$ cat config.mk
export PLATFORM = sky130hd
export DESIGN_NAME = sigma_delta_adc_cic3_flat
export DESIGN_NICKNAME = d
export VERILOG_FILES = /design/src/rtl/sigma_delta_adc_cic3_if.sv /design/src/rtl/sigma_delta_adc_cic3.sv /design/src/flat_wrapper.sv
export SDC_FILE = /design/constraint.sdc
export NUM_CORES = 1
export LEC_CHECK = 0
export CELL_PAD_IN_SITES_DETAIL_PLACEMENT = 1
export CELL_PAD_IN_SITES_GLOBAL_PLACEMENT = 2
export CORE_MARGIN = 3
export CORE_UTILIZATION = 25
export CTS_BUF_LIST = sky130_fd_sc_hd__clkbuf_8
export DETAILED_ROUTE_END_ITERATION = 10
export DONT_BUFFER_PORTS = 1
export PLACE_DENSITY = 0.66
export REMOVE_ABC_BUFFERS = 1
export SLEW_MARGIN = 0
export SYNTH_ARGS = -nofsm -noshare
export SYNTH_HDL_FRONTEND = slang
export SYNTH_SLANG_ARGS = --single-unit
$ cat constraint.sdc
create_clock -name clk -period 7.49 [get_ports clk]
set_clock_uncertainty 0.05 [all_clocks]
set_input_delay 1.498 -clock clk [delete_from_list [all_inputs] [get_ports clk]]
set_output_delay 1.498 -clock clk [all_outputs]
set_load 0.005 [all_outputs]
$ cat src/rtl/sigma_delta_adc_cic3_if.sv
// Bitstream-in / PCM-out bus for the sinc^3 decimator.
// Handshake: valid-only, no ready. The producer offers one bit per clk
// with d_valid=1; the decimator presents q with a one-clk q_valid pulse
// and never stalls, so the consumer must capture q on q_valid. clip is
// meaningful only when q_valid=1.
interface sigma_delta_adc_cic3_if #(
  parameter int signalwidth = 16
);
  logic                          d;
  logic                          d_valid;
  logic signed [signalwidth-1:0] q;
  logic                          q_valid;
  logic                          clip;

  modport master (output d, output d_valid, input q, input q_valid, input clip);
  modport slave  (input d, input d_valid, output q, output q_valid, output clip);
endinterface

$ cat src/rtl/sigma_delta_adc_cic3.sv
// 1-bit sigma-delta/PDM to signed PCM: 3rd-order CIC decimator, R = 2**decim_log2.
// Integrators wrap modulo 2**W; the comb recovers the exact difference as long
// as the true output fits in W bits, which W = 3*decim_log2+2 guarantees.
module sigma_delta_adc_cic3 #(
  parameter int signalwidth = 16,
  parameter int decim_log2  = 4
) (
  input  logic                  clk,
  input  logic                  reset,
  sigma_delta_adc_cic3_if.slave bus
);
  localparam int W   = 3 * decim_log2 + 2;
  localparam int S   = signalwidth - 1 - 3 * decim_log2;
  localparam int SHL = (S >= 0) ? S : 0;
  localparam int SHR = (S < 0) ? -S : 0;

  localparam logic [decim_log2-1:0] CNT_LAST = '1;
  localparam logic [decim_log2-1:0] CNT_ONE  = decim_log2'(1);
  localparam logic signed [W-1:0]   X_POS    = W'(1);
  localparam logic signed [W-1:0]   X_NEG    = '1;
  localparam logic signed [63:0]    Q_MAX    = (longint'(1) <<< (signalwidth - 1)) - 1;
  localparam logic signed [63:0]    Q_MIN    = -(longint'(1) <<< (signalwidth - 1));

  logic signed [W-1:0]           i1, i2, i3;
  logic signed [W-1:0]           d1, d2, d3;
  logic signed [W-1:0]           x, i1_n, i2_n, i3_n, c1, c2, c3;
  logic [decim_log2-1:0]         cnt;
  logic [1:0]                    warm;
  logic                          frame_done;
  logic                          emit;
  logic signed [63:0]            c3_ext;
  logic signed [63:0]            q_pre;
  logic signed [signalwidth-1:0] q_sat;
  logic                          sat;

  // Integrator cascade, comb and output scaling/saturation for the current bit.
  always_comb begin
    x          = bus.d ? X_POS : X_NEG;
    i1_n       = i1 + x;
    i2_n       = i2 + i1_n;
    i3_n       = i3 + i2_n;
    c1         = i3_n - d1;
    c2         = c1 - d2;
    c3         = c2 - d3;
    frame_done = bus.d_valid && (cnt == CNT_LAST);
    emit       = frame_done && (warm == 2'd2);
    c3_ext     = {{(64 - W){c3[W-1]}}, c3};
    q_pre      = (S >= 0) ? (c3_ext <<< SHL) : (c3_ext >>> SHR);
    q_sat      = q_pre[signalwidth-1:0];
    sat        = 1'b0;
    if (q_pre > Q_MAX) begin
      q_sat = {1'b0, {(signalwidth - 1){1'b1}}};
      sat   = 1'b1;
    end else if (q_pre < Q_MIN) begin
      q_sat = {1'b1, {(signalwidth - 1){1'b0}}};
      sat   = 1'b1;
    end
  end

  // Integrators and frame counter advance only on accepted bits.
  always_ff @(posedge clk or posedge reset) begin
    if (reset) begin
      i1  <= '0;
      i2  <= '0;
      i3  <= '0;
      cnt <= '0;
    end else if (bus.d_valid) begin
      i1  <= i1_n;
      i2  <= i2_n;
      i3  <= i3_n;
      cnt <= cnt + CNT_ONE;
    end
  end

  // Comb delays and warmup advance once per completed frame.
  always_ff @(posedge clk or posedge reset) begin
    if (reset) begin
      d1   <= '0;
      d2   <= '0;
      d3   <= '0;
      warm <= 2'd0;
    end else if (frame_done) begin
      d1 <= i3_n;
      d2 <= c1;
      d3 <= c2;
      if (warm != 2'd2) warm <= warm + 2'd1;
    end
  end

  // Registered output: q holds between pulses, valid/clip pulse for one clk.
  always_ff @(posedge clk or posedge reset) begin
    if (reset) begin
      bus.q       <= '0;
      bus.q_valid <= 1'b0;
      bus.clip    <= 1'b0;
    end else begin
      bus.q_valid <= emit;
      bus.clip    <= emit && sat;
      if (emit) bus.q <= q_sat;
    end
  end
endmodule
$ cat src/flat_wrapper.sv
// flat-port wrapper written by rule: the top's interface ports become plain ports
module sigma_delta_adc_cic3_flat 
#(
  parameter int signalwidth = 16,
  parameter int decim_log2  = 4
)
  (clk, reset, bus_d, bus_d_valid, bus_q, bus_q_valid, bus_clip);
  sigma_delta_adc_cic3_if #(.signalwidth(signalwidth)) bus_i ();
  input  logic clk;
  input  logic reset;
  input wire logic [$bits(bus_i.d)-1:0] bus_d;
  input wire logic [$bits(bus_i.d_valid)-1:0] bus_d_valid;
  output wire logic [$bits(bus_i.q)-1:0] bus_q;
  output wire logic [$bits(bus_i.q_valid)-1:0] bus_q_valid;
  output wire logic [$bits(bus_i.clip)-1:0] bus_clip;
  assign bus_i.d = bus_d;
  assign bus_i.d_valid = bus_d_valid;
  assign bus_q = bus_i.q;
  assign bus_q_valid = bus_i.q_valid;
  assign bus_clip = bus_i.clip;
  sigma_delta_adc_cic3 #(.signalwidth(signalwidth), .decim_log2(decim_log2)) u_core (.clk(clk), .reset(reset), .bus(bus_i));
endmodule
Yosys cells after proc, flatten, opt, wreduce, memory -nomap -nowiden. Cells that the tools add are included.

Add/sub/neg operators: 8. Equal/unequal tests: 3. Reduce and logical (&&, ||, !) cells: 4. Muxes and demuxes: 5. Magnitude comparators: 2.

Operators with widths (number): adder 14 bit (3); subtractor 14 bit (3); two-way mux 16 bit (2); greater-than comparator 17 x 16 -> 1 bit (second input constant) (1); < comparator 17 x 16 -> 1 bit (second input constant) (1); two-way mux 14 bit (1); adder 4 x 1 -> 4 bit (second input constant) (1); == test 4 bit (second input constant) (1); logical AND 1 bit (3); adder 2 x 1 -> 2 bit (second input constant) (1); == test 2 bit (second input constant) (1); two-way mux 1 bit (2); inequality test 2 bit (second input constant) (1); AND reduction 2 bit (1).

Flip-flop bits (word level): 108. Word-level logic and storage cells: 33. Output and inout port bits: 18. Input bits: 4.

Logic depth before layout (Yosys ltp).
Depth after elaboration: 11. Mapped depth: 37. Depth with buffers taken out: 36.

Worst setup path after synthesis. No wires, ideal clock.

Path kind: input -> register. Start point: input port bus_d. End point: register u_core.bus.clip. Buffers on the path: 1. Setup time: 129 ps. Cell stages on the path: 34. Path slack: -1097 ps. Data required time: 7311 ps. Arrival time: 8408 ps. Path through: inv_1 > ha_1 > nor2b_1 > o21ai_0 > a21boi_0 > o21ai_0 > a21boi_0 > o21ai_0 > a21boi_0 > o21ai_0 > nor3b_1 > nor2_1 > ha_1 > a21boi_0 > nor2_1 > ha_1 > nor3b_1 > nor2_1 > ha_1 > a21boi_0 > nor2_1 > ha_1 > o211ai_1 > o21a_1 > a31o_2 > xnor2_1 > ha_1 > or4_1 > a31oi_1 > xor2_1 > xnor3_2 > buf_6 > xor2_1 > nor2_1.

Cells in the longest elaborated chain, start to end: 11.

RTL lines: start, declared (RTL line flat_wrapper.sv:11) `input wire logic [$bits(bus_i.d)-1:0] bus_d;`; two-way mux 14 bit (*) (RTL line sigma_delta_adc_cic3.sv:38) `x = bus.d ? X_POS : X_NEG;`; adder 14 bit (*) (RTL line sigma_delta_adc_cic3.sv:39) `i1_n = i1 + x;`; via u_core.i1_n[10] (RTL line sigma_delta_adc_cic3.sv:26) `logic signed [W-1:0] x, i1_n, i2_n, i3_n, c1, c2, c3;`; adder 14 bit (*) (RTL line sigma_delta_adc_cic3.sv:40) `i2_n = i2 + i1_n;`; via u_core.i2_n[10] (RTL line sigma_delta_adc_cic3.sv:26); adder 14 bit (*) (RTL line sigma_delta_adc_cic3.sv:41) `i3_n = i3 + i2_n;`; via u_core.i3_n[10] (RTL line sigma_delta_adc_cic3.sv:26); subtractor 14 bit (*) (RTL line sigma_delta_adc_cic3.sv:42) `c1 = i3_n - d1;`; via u_core.c1[10] (RTL line sigma_delta_adc_cic3.sv:26); subtractor 14 bit (*) (RTL line sigma_delta_adc_cic3.sv:43) `c2 = c1 - d2;`; via u_core.c2[11] (RTL line sigma_delta_adc_cic3.sv:26); subtractor 14 bit (*) (RTL line sigma_delta_adc_cic3.sv:44) `c3 = c2 - d3;`; < comparator 17 x 16 -> 1 bit (RTL line sigma_delta_adc_cic3.sv:54) `end else if (q_pre < Q_MIN) begin`; two-way mux 1 bit (RTL line sigma_delta_adc_cic3.sv:54); two-way mux 1 bit (*) (RTL line sigma_delta_adc_cic3.sv:51) `if (q_pre > Q_MAX) begin`; logical AND 1 bit (*) (RTL line sigma_delta_adc_cic3.sv:98) `bus.clip <= emit && sat;`; end signal, assigned (RTL line sigma_delta_adc_cic3.sv:98); end, declared (RTL line sigma_delta_adc_cic3_if.sv:16) `modport slave (input d, input d_valid, output q, output q_valid, output clip);`.

Mark *: on every way through the listed nets, which the timed path passes. The rest lies on a longest branch. A chain may end at the register's enable or synchronous reset.

Worst setup path in the final report. Ends and elaborated chain as after synthesis.

==> metrics.txt <==
Worst Hold Class=flop to flop; CTS Buffer Depth=2; Critical Path End Type=flop; Top cell by count, worst path=buf_4; drt pass-1 iters=4; Post-DRT Antenna Nets=0; top cells by area, synth=dfrtp_1, ha_1, o21ai_0; Main synth FF type=dfrtp_1; worst setup slack after layout=-0.4162 ns; global-route wire length before repair=35,350 µm; Cell variety after synth=60; Worst-Skew Late Latency=0.41 ns; status=finished with violations; nets@finish=1,186; WL per Instance=14.14 µm; worst-margin pin slew=0.8662 ns; Slew headroom=42.26%; startpoint types=input port; failing checks=negative setup slack; first-iteration detailed-routing DRC count=186; warnings from Yosys=0; vias in the first global route=7,380; Data required, critical path=7.71 ns; Tmin final=7.906 ns; highest-count cells in the layout ignoring fill and taps=buf_4, dfrtp_1, nand2_1; Max Cap Viol=0; Die X=181.3 µm; post-synthesis sequential area ratio=34.54%; period utilization=105.6%; CTS tree=built; Core Region=29,950 µm²; largest area contributor in the netlist=dfrtp_1; I/O pins=22; Num CTS Buffers=9; synthesized area=7679 µm²; grt ovf=0; final setup fails=15; Area Overhead vs Synth=46.93%; Critical Path Slowest Stage Cell=xnor3_2; Mapped Cells=874; Via density=4.671; achievable frequency=126.5 MHz; largest net degree at the start of global routing=63; RSZ-0062 raised after global routing=yes; CP max stage delay=0.38 ns; H-tree depth=3; TritonCTS Sinks=106; Seq cells post-synth=106; Synth top area share=34.54%; critical path peak fanout=6; # diodes=0; Die Y=181.3 µm; vias post-DR=6,965; die area=32,850 µm²; Post-synth EDFFs=0; overall routing resource usage=12.78%; Port Buffer Count=0; Cell Rows=63; initial antenna violation count=0; WP data arrival=8.13 ns; Syn Area/Cell=8.786 µm²; Max Slew Vio Count=0; Setup TNS=-5.686 ns; Layout fillers=3,449; Worst-path clk slew=0.11 ns; Initial Util=25.63%; # hold bufs at CTS=0; DRC errors left=0; layout cells sized above 1=41.05%; Root Driver=clkbuf_8; share of synthesized registers carrying an async set or reset=100.0%; most common cell after layout, fill and taps aside=buf_4; worst setup path class=input port to flop; WL final=21,080 µm; placed wire-length estimate=14,140 µm; post-layout util=37.67%; Final Hold Vio Count=0; GPL Wtd Cong=0.7260
Yosys cell counts (8+ instances only):
master and n:
a211oi_1 11, a21boi_0 21, a21o_1 8, a21oi_1 44, clkbuf_1 14, dfrtp_1 106
ha_1 79, inv_1 85, mux2_2 31, nand2_1 104, nand2b_1 11, nand3_1 9
nor2_1 62, nor2b_1 12, nor3_1 18, o211ai_1 8, o21a_1 9, o21ai_0 99
o31ai_1 9, xnor2_1 34, xor2_1 18
layer usage:
layer / vias to the layer above / global-route usage [%] / routed length [µm]
met5: - / 0 / 0
met4: 0 / 3.199 / 208
met3: 9 / 1.631 / 197
met2: 9 / 22.01 / 10570
met1: 3451 / 17.00 / 10100
li1: 3496 / - / -
cell families after synthesis:
kind of cell             count (synthesis)  share of synthesized area (%)
AO/OA/AOI/OAI                          245                          19.91
flip-flops                             106                          34.54
AND/OR/NAND/NOR                        242                          14.09
adder cells (fa/ha/maj)                 85                          14.44
XOR/XNOR                                54                          6.534
multiplexers                            33                          4.807
buffers and inverters                  109                          5.671
critical path, delay by kind of cell:
kind / cells / cell delay [ns]
AO/OA/AOI/OAI: 13 / 1.59
XOR/XNOR: 7 / 1.52
adder cells (fa/ha/maj): 6 / 1.61
buffers and inverters: 9 / 1.19
AND/OR/NAND/NOR: 6 / 0.69
final timing paths:
kind / start / end / slack, ns / cells past startpoint
worst min-delay path: u_core.d2[10]$_DFFE_PP0P_ / u_core.d2[10]$_DFFE_PP0P_ / 0.45 / 2
min in group asynchronous: reset / u_core.bus.clip$_DFF_PP0_ / 1.07 / 1
worst max-delay path: bus_d / u_core.bus.clip$_DFF_PP0_ / -0.42 / 41
max in group asynchronous: reset / u_core.d3[7]$_DFFE_PP0P_ / 5.11 / 2
worst max register to register: u_core.i1[1]$_DFFE_PP0P_ / u_core.bus.clip$_DFF_PP0_ / 0.21 / 41
worst min register to register: u_core.d2[10]$_DFFE_PP0P_ / u_core.d2[10]$_DFFE_PP0P_ / 0.45 / 2
per-stage QoR:
| stage | hold WS [ns] | setup WS (ns) | cells | cell area (µm²) |
|---|---|---|---|---|
| 2_1_floorplan | 0.3985 | -1.080 | 852 | 7570 |
| 3_3_place_gp | 0.4170 | -1.487 | 1432 | 9494 |
| 3_5_place_dp | 0.4261 | -1.659 | 1432 | 9494 |
| 4_1_cts | 0.4528 | -0.4145 | 1473 | 10400 |
| 5_1_grt | 0.4746 | -0.7762 | 1491 | 11280 |
| 6_report | 0.4491 | -0.4162 | 1491 | 11280 |
sequential cells by signal, summed over array words and instances, names as in the netlist, 2 cells and up:
name / count
u_core.i3: 14
u_core.d2: 14
u_core.bus.q: 14
u_core.d3: 14
u_core.i1: 14
u_core.d1: 14
u_core.cnt: 4
u_core.warm: 2
u_core.i2: 14
what timing repair did:
item | CTS | global route
resized for setup | 134 | 151
setup buffers | 20 | 19
setup endpoints to repair | 16 | 16
cloned | 6 | 0
pin swaps | 79 | 106
final cells by class:
| cell class | instances | area (µm²) | area share (%) |
|---|---|---|---|
| tap | 390 | 488.0 | 4.325 |
| inverter | 87 | 332.8 | 2.950 |
| clock inverter | 6 | 66.31 | 0.5878 |
| clock buffer | 9 | 123.9 | 1.098 |
| timing repair buffer | 231 | 1779 | 15.77 |
| multi-input combinational | 662 | 5839 | 51.76 |
| sequential | 106 | 2653 | 23.51 |
Power is not shown: default switching activity piles up to over one toggle a cycle in this logic, so the estimate is an artifact.
